[config.mk]
export PLATFORM = sky130hd
export DESIGN_NAME = pointwise_bn_act
export DESIGN_NICKNAME = d
export VERILOG_FILES = /design/src/rtl/pointwise_bn_act.sv
export SDC_FILE = /design/constraint.sdc
export NUM_CORES = 2
export LEC_CHECK = 0
export ABC_CLOCK_PERIOD_IN_PS = 57000
export BUFFER_PORTS_ARGS = -buffer_cell sky130_fd_sc_hd__buf_4
export CORE_AREA = 3 3 613 615
export CTS_CLUSTER_DIAMETER = 120
export DETAILED_ROUTE_END_ITERATION = 12
export DIE_AREA = 0 0 616 618
export SLEW_MARGIN = 20
export SYNTH_ARGS = -nofsm -noshare
export SYNTH_HDL_FRONTEND = slang
export SYNTH_SLANG_ARGS = --single-unit
[constraint.sdc]
create_clock -name clk -period 57 [get_ports clk]
set_input_delay 11.4 -clock clk [delete_from_list [all_inputs] [get_ports clk]]
set_output_delay 11.4 -clock clk [all_outputs]
set_load 0.02 [all_outputs]
[src/rtl/pointwise_bn_act.sv]
// pointwise_bn_act
//   Per-channel batch-norm affine transform followed by an activation, in
//   signed fixed point (Q fractional bits). Sits behind the pointwise
//   convolution, whose stream has no backpressure. Results go through a small
//   show-ahead FIFO with a ready/valid handshake. A word that arrives while the
//   FIFO is full and not being popped is dropped, and the sticky overflow flag
//   is raised.
//
//   Build option: define POINTWISE_BN_ACT_HSWISH_EN to select hard-swish as the
//   activation. With the macro undefined the activation is ReLU6. Latency is
//   the same in both builds.
//
// Ports
//   clk, rst      clock, synchronous active-high reset
//   en            level enable: IDLE->LOAD on 1, DONE->IDLE on 0
//   bn_scale      per-channel signed scale, channel c at [c*N +: N]
//   bn_bias       per-channel signed bias, same packing
//   data_in       signed pre-activation sample
//   channel_in    channel index of data_in (>= CHANNELS gives output 0)
//   valid_in      input qualifier, sampled only in RUN
//   data_out      FIFO head. Holds the last popped value while empty
//   channel_out   channel of data_out
//   valid_out     FIFO not empty
//   ready_in      consumer pops when valid_out && ready_in
//   overflow      sticky: at least one result was dropped
//   done          all CHANNELS*FEATURE_SIZE^2 results delivered
module pointwise_bn_act #(
   parameter int N            = 16,
   parameter int Q            = 8,
   parameter int CHANNELS     = 48,
   parameter int FEATURE_SIZE = 14,
   parameter int FIFO_DEPTH   = 8
) (
   input  logic                        clk,
   input  logic                        rst,
   input  logic                        en,
   input  logic [CHANNELS*N-1:0]       bn_scale,
   input  logic [CHANNELS*N-1:0]       bn_bias,
   input  logic signed [N-1:0]         data_in,
   input  logic [$clog2(CHANNELS)-1:0] channel_in,
   input  logic                        valid_in,
   output logic signed [N-1:0]         data_out,
   output logic [$clog2(CHANNELS)-1:0] channel_out,
   output logic                        valid_out,
   input  logic                        ready_in,
   output logic                        overflow,
   output logic                        done
);

   localparam int CW    = $clog2(CHANNELS);
   localparam int TOTAL = CHANNELS * FEATURE_SIZE * FEATURE_SIZE;
   localparam int KW    = $clog2(TOTAL + 1);
   localparam int AW    = $clog2(FIFO_DEPTH);
   localparam int WW    = 2 * N + 8;   // wide enough for every intermediate product
   localparam logic [CW:0]            CH_LIM = (CW + 1)'(CHANNELS);
   localparam logic signed [N-1:0]    SIX    = N'(16'sh0600);

   typedef enum logic [1:0] {IDLE = 2'd0, LOAD = 2'd1, RUN = 2'd2, DONE = 2'd3} state_t;

   // Saturate a wide signed value to N bits. It fits when every bit above
   // N-1 matches the sign.
   function automatic logic signed [N-1:0] sat_n(input logic signed [WW-1:0] v);
      logic signed [N-1:0] r;
      if (v[WW-1:N-1] == {(WW - N + 1){v[WW-1]}}) r = v[N-1:0];
      else if (v[WW-1])                          r = {1'b1, {(N - 1){1'b0}}};
      else                                       r = {1'b0, {(N - 1){1'b1}}};
      return r;
   endfunction

   state_t                  state, state_next;
   logic signed [N-1:0]     scale_arr [CHANNELS];
   logic signed [N-1:0]     bias_arr  [CHANNELS];
   logic signed [N-1:0]     sel_scale, sel_bias;
   logic                    s1_valid, s2_valid, s3_valid;
   logic signed [2*N-1:0]   s1_p;
   logic signed [N-1:0]     s1_bias, s2_z, s3_y, act_y;
   logic [CW-1:0]           s1_ch, s2_ch, s3_ch;
   logic [N+CW-1:0]         mem [FIFO_DEPTH];
   logic [AW-1:0]           wptr, rptr;
   logic [AW:0]             count;
   logic [KW-1:0]           cnt;
   logic signed [N-1:0]     last_data;
   logic [CW-1:0]           last_ch;
   logic                    push_req, push_ok, drop, pop, full, run_end;
   logic signed [WW-1:0]    s2_sum;

   assign valid_out   = (count != '0);
   assign full        = (count == (AW + 1)'(FIFO_DEPTH));
   assign pop         = valid_out && ready_in;
   assign push_req    = s3_valid && (state == RUN);
   assign push_ok     = push_req && (!full || pop);
   assign drop        = push_req && full && !pop;
   // The last delivery of a clean run ends it. After any drop the run never completes.
   assign run_end     = (state == RUN) && pop && (cnt == KW'(TOTAL - 1)) && !overflow;
   assign data_out    = valid_out ? mem[rptr][N-1:0]    : last_data;
   assign channel_out = valid_out ? mem[rptr][N+CW-1:N] : last_ch;
   assign s2_sum      = WW'(s1_p >>> Q) + WW'(s1_bias);

   // State register and registered done flag
   always_ff @(posedge clk) begin
      if (rst) begin
         state <= IDLE;
         done  <= 1'b0;
      end else begin
         state <= state_next;
         done  <= (state_next == DONE);
      end
   end

   // Next-state logic. en has no effect during RUN.
   always_comb begin
      state_next = state;
      case (state)
         IDLE:    if (en) state_next = LOAD; else state_next = IDLE;
         LOAD:    state_next = RUN;
         RUN:     if (run_end) state_next = DONE; else state_next = RUN;
         DONE:    if (!en) state_next = IDLE; else state_next = DONE;
         default: state_next = IDLE;
      endcase
   end

   // Capture per-channel coefficients during the single LOAD cycle
   always_ff @(posedge clk) begin
      if (rst) begin
         for (int c = 0; c < CHANNELS; c++) begin
            scale_arr[c] <= '0;
            bias_arr[c]  <= '0;
         end
      end else if (state == LOAD) begin
         for (int c = 0; c < CHANNELS; c++) begin
            scale_arr[c] <= bn_scale[c*N +: N];
            bias_arr[c]  <= bn_bias[c*N +: N];
         end
      end
   end

   // Coefficient lookup. Out-of-range channels get a zero transform.
   always_comb begin
      sel_scale = '0;
      sel_bias  = '0;
      if ({1'b0, channel_in} < CH_LIM) begin
         sel_scale = scale_arr[channel_in];
         sel_bias  = bias_arr[channel_in];
      end else begin
         sel_scale = '0;
         sel_bias  = '0;
      end
   end

`ifdef POINTWISE_BN_ACT_HSWISH_EN
   localparam logic signed [N-1:0] THREE = N'(16'sh0300);
   localparam logic signed [N:0]   SIX_X = (N + 1)'(SIX);
   localparam logic signed [7:0]   K43   = 8'sd43;   // 43/256 approximates 1/6
   logic signed [N:0]    hs_xp3, hs_t;
   logic signed [WW-1:0] hs_h, hs_h43;

   // Hard-swish: x * clamp(x+3, 0, 6) / 6
   always_comb begin
      hs_xp3 = (N + 1)'(s2_z) + (N + 1)'(THREE);
      if (hs_xp3[N])            hs_t = '0;
      else if (hs_xp3 > SIX_X)  hs_t = SIX_X;
      else                      hs_t = hs_xp3;
      hs_h   = (WW'(s2_z) * WW'(hs_t)) >>> Q;
      hs_h43 = hs_h * WW'(K43);
      act_y  = sat_n(hs_h43 >>> 8);
   end
`else
   // ReLU6: clamp(x, 0, 6)
   always_comb begin
      if (s2_z[N-1])       act_y = '0;
      else if (s2_z > SIX) act_y = SIX;
      else                 act_y = s2_z;
   end
`endif

   // Three-stage datapath. End of run discards in-flight samples.
   always_ff @(posedge clk) begin
      if (rst) begin
         s1_valid <= 1'b0;
         s2_valid <= 1'b0;
         s3_valid <= 1'b0;
         s1_p     <= '0;
         s1_bias  <= '0;
         s1_ch    <= '0;
         s2_z     <= '0;
         s2_ch    <= '0;
         s3_y     <= '0;
         s3_ch    <= '0;
      end else begin
         s1_valid <= valid_in && (state == RUN) && !run_end;
         s2_valid <= s1_valid && !run_end;
         s3_valid <= s2_valid && !run_end;
         s1_p     <= data_in * sel_scale;
         s1_bias  <= sel_bias;
         s1_ch    <= channel_in;
         s2_z     <= sat_n(s2_sum);
         s2_ch    <= s1_ch;
         s3_y     <= act_y;
         s3_ch    <= s2_ch;
      end
   end

   // FIFO storage. A push while full is only accepted together with a pop.
   always_ff @(posedge clk) begin
      if (push_ok) mem[wptr] <= {s3_ch, s3_y};
   end

   // FIFO pointers and occupancy. The FIFO is emptied on reset and at end of run.
   always_ff @(posedge clk) begin
      if (rst || run_end) begin
         wptr  <= '0;
         rptr  <= '0;
         count <= '0;
      end else begin
         if (push_ok) wptr <= wptr + AW'(1);
         if (pop)     rptr <= rptr + AW'(1);
         case ({push_ok, pop})
            2'b10:   count <= count + (AW + 1)'(1);
            2'b01:   count <= count - (AW + 1)'(1);
            default: count <= count;
         endcase
      end
   end

   // Last popped word, sticky overflow, and delivered-result counter
   always_ff @(posedge clk) begin
      if (rst) begin
         last_data <= '0;
         last_ch   <= '0;
         overflow  <= 1'b0;
         cnt       <= '0;
      end else begin
         if (pop) begin
            last_data <= mem[rptr][N-1:0];
            last_ch   <= mem[rptr][N+CW-1:N];
         end
         if (drop) overflow <= 1'b1;
         if (state == IDLE)             cnt <= '0;
         else if ((state == RUN) && pop) cnt <= cnt + KW'(1);
      end
   end

endmodule

# After elaboration in Yosys (flattened, before gate mapping)
# Memories as Yosys holds them, arrays and structs flattened. A register that Yosys moved wholly into a read port is not among the register bits.
# Cells that the tools add are included.
# totals
register_bits	135
mem_bits_rw	1712
in_bits	1563
out_inout_bits	25
elab_cells	278
memories	3
# memory_table
memory	depth	width	read_ports	rd_clocked_by_memory_dff	wr	line	text
bias_arr	48	16	1	1	48	72	logic signed [N-1:0] bias_arr [CHANNELS];
scale_arr	48	16	1	0	48	71	logic signed [N-1:0] scale_arr [CHANNELS];
mem	8	22	1	1	1	78	logic [N+CW-1:0] mem [FIFO_DEPTH];
# op_classes
add_sub_neg	6
n_mul	1
n_lt_le_gt_ge	2
n_eq_ne	9
mux	116
n_bitwise	97
reduce_logical	25
# ops
cell	n
$mux W16	100
$or A1 B1 Y1	96
$mul A16 B16 Y32	1
$add A24 B16 Y25	1
$eq A24 B24 Y1	1
$gt A16 B12 Y1 const B	1
$add A14 B1 Y14 const B	1
$eq A14 B14 Y1 const B	1
$logic_and A1 B1 Y1	12
$mux W11	1
$mux W1	9
$eq A2 B2 Y1 const B	4
$pmux W2 S4	1
$pmux W4 S2	1
$add A3 B1 Y3 const B	2
$lt A6 B6 Y1 const B	1
$mux W3	2
$mux W6	1
$reduce_or A2 Y1	3
$add A4 B1 Y4 const B	1
$eq A2 B1 Y1 const B	2
$eq A4 B4 Y1 const B	1
$logic_not A1 Y1	4
$reduce_bool A4 Y1	1
other kinds (7)	8

# Logic depth before layout (Yosys ltp)
# logic_depth
depth_word	8
depth_mapped	35
depth_no_buf	29

# Worst setup path before layout
# No wires, ideal clock.
# synth_timing
kind	in2reg
start	input port rst
end	memory bias_arr[0][0] (enable)
setup_time_ps	10466
arrival_time_ps	36638
required_time_ps	46534
path_slack_ps	9896
path_stages	4
path_buffers	2
cell_sequence	clkbuf_1 -> inv_1 -> clkbuf_1 -> nand2_1
# synth_lines
element	line	text
start, declared	35	input logic rst,
end, declared	72	

# Final worst setup path
# layout_timing
start	input port channel_in[0]
end	register s1_p[29]
# layout_via
elab_chain_len	3
# layout_rtl
element	line	text
start, declared	40	input logic [$clog2(CHANNELS)-1:0] channel_in,
$mem_v2 Z48 W16 or $lt A6 B6 Y1 (tied branches)	--	
$mux W16 (*)	141	if ({1'b0, channel_in} < CH_LIM) begin
$mul A16 B16 Y32 (*)	193	s1_p <= data_in * sel_scale;
end signal, assigned	193	
end, declared	75	logic signed [2*N-1:0] s1_p;
# Every way passes the cells marked *; elsewhere a longest branch is shown, timed or not.
# A chain may end at the register's enable or synchronous reset.

==> results.cfg <==
[status]
status = finished clean

[sta]
setup_viol = 0
finalCritPeriodShare_pct = 37.4
worst_slack_ps = 35670
slew_headroom_pct = 24.3
holdWs_ps = 417
max_freq_ghz = 0.0469
rsz0062_at_grt = false
finClkSkew_ps = 84.1
finalSetupTns_ps = 0
hold_viol = 0
layout_min_cycle_time_ps = 21330
tightest_slew_ps = 1140
maxSlewViolCount = 0

[yosys]
synth_edf_count = 1704
syn-cell-area_um2 = 90800
yosys_warnings = 0
ys_async_sr_fraction_pct = 0
synth_cells = 6068
synth_area_per_cell_um2 = 15.0
synth_cell_type_count = 63
synth-main-ff-cell = edfxtp_1
yosysSeqAreaShare_pct = 59.5
ys_ff_latch = 1848

[power_and_ir_drop]
vdd_drop_max_uv = 72.6
total_power_mw = 4.70
power.density_nw_per_um2 = 40.6
leakagePower_nw = 45.1

[critical_path]
endpoint = s1_p[29]
r2r_end = s1_p[29]
cp-start-kind = input pin
cpMaxStageDelayCell = buf_4
cpPeakStageDelay_ps = 820
crit_required_ps = 57740
reg2reg_depth = 25
cp_top_family = adder cells
r2r_slack_ps = 47960
startpoint = channel_in[0]
path_class = in2reg
crit_top_cell = fa_1
path_buf_inv = 6
crit_arrival_ps = 22080
path_max_fanout = 58
r2r_start = scale_arr[46][4]
crit_cells = 26
endpoint_kind = register

[cts]
clkLatencyLatePin_ps = 920
clock_sinks = 1848
cts_resized = 0
cts_made_buffers = 212
cts_hold_buf = 0
path_clk_slew_ps = 60
htreeDepth = 4
clockRootBuffer = clkbuf_16
tritoncts = done
clockBufferDepth = 4
postCtsSetupBuffers = 0

[global_routing]
first_global_vias = 61100
antenna_found_initial = 163
grt_use_total_pct = 18.7
grt_pass1_wl_mm = 497
grt.overflow.total = 0
grt_max_degree = 171

[detailed_routing]
dr_total_vias = 58400
viasPerCell = 4.55
drt_iter0_markers = 5976
drc_errors = 0
totalWireLength_mm = 366
drtPass1Iterations = 5
antenna_left = 0
wl_per_cell_um = 28.6

[run]
drv_cap = 0

[place]
dpl.hpwl_mm = 287
dpl_cell_area_um2 = 108000
portBuffers = 1586
dp_slack_ps = 34510
gp_congestion = 0.899
dp.cells = 12300

[floorplanning]
core_area_um2 = 371000
rows = 224
die_y_um = 618
start_util_pct = 24.4
die_width_um = 616
ios = 1588
die-area_um2 = 381000

[final_layout]
layout-drive-gt1-share_pct = 32.6
fin_util_pct = 31.1
final_area_um2 = 116000
n_fill_cell = 36900
layout_commonest_cell = edfxtp_1
final_nets = 9525
finalNonFillerCells = 12800
area_growth_pct = 27.4
layout_common_cells = edfxtp_1, buf_4, and2_1

[hold_path]
min_path_type = reg2reg
## cell families (layout without fill, tap and decap cells)
| group | after synthesis | after routing | synth area share [%] |
|---|---|---|---|
| AND/OR/NAND/NOR | 2235 | 2235 | 14.4 |
| adder cells (fa/ha/maj) | 371 | 371 | 7.30 |
| multiplexers | 592 | 592 | 13.4 |
| other | 1 | 84 | 0.00413 |
| buffers and inverters | 684 | 2383 | 2.91 |
| AO/OA/AOI/OAI | 280 | 280 | 1.98 |
| XOR/XNOR | 57 | 57 | 0.550 |
| flip-flops | 1848 | 1848 | 59.5 |
## cells in the mapped netlist, types with 28 or more instances
cell	n	area, um^2
edfxtp_1	1704	51200
buf_2	46	230
buf_1	46	173
a21o_1	30	225
clkbuf_1	282	1060
inv_1	307	1150
dfxtp_1	144	2880
nor2b_1	481	3010
nor2_1	188	706
fa_1	264	5290
and2_1	1247	7800
mux4_2	496	11200
nand3_1	29	145
a21oi_1	95	475
xnor2_1	37	324
a211oi_1	28	210
ha_1	107	1340
nand4_1	40	250
o21ai_0	42	210
mux2i_1	94	941
nand2_1	169	634
## state kept, by name, indices dropped and copies added, names as in the netlist, 14 cells and up, named ones only
name / count
bias_arr: 768
scale_arr: 768
mem: 168
s1_p: 24
s1_bias: 16
s2_z: 16
last_data: 15
s3_y: 15
cnt: 14
## layer usage
layer	vias to the layer above	wire [um]	GRT usage, %	part of all wire (%)
met4	50	13700	7.06	3.8
met1	30300	151000	24.6	41
met5	-	334	0	0.091
li1	24900	-	-	-
met2	2619	171000	29.6	47
met3	534	29600	4.52	8.1
## layout make-up
type,instances,area [um^2],share of cell area (%)
sequential,1848,54100,46.7
multi-input combinational,3540,34200,29.5
timing repair buffer,1682,12800,11.0
tap,4972,6220,5.38
clock buffer,251,5560,4.81
clock inverter,143,1530,1.33
inverter,307,1150,0.996
antenna,79,198,0.171
## worst min path at each step
stage                        start        to  cells after the start
after floorplan           s1_valid  s2_valid                      2
after global placement    s1_valid  s2_valid                      2
after detailed placement  s1_valid  s2_valid                      2
after CTS                 s1_valid  s2_valid                      2
after global routing      s1_valid  s2_valid                      2
final                     s1_valid  s2_valid                      2
## report_power, final
part | switching [mW] | internal, mW
Sequential | 0.0486 | 1.61
Combinational | 0.957 | 0.685
Clock | 0.594 | 0.808
Total | 1.60 | 3.10
## tightest hold or removal path, cell delays in order, from the launching register on
cell and delay [ps]:
dfxtp_1 300, inv_1 40, nor2_1 40
(Power assumes the default switching activity.)
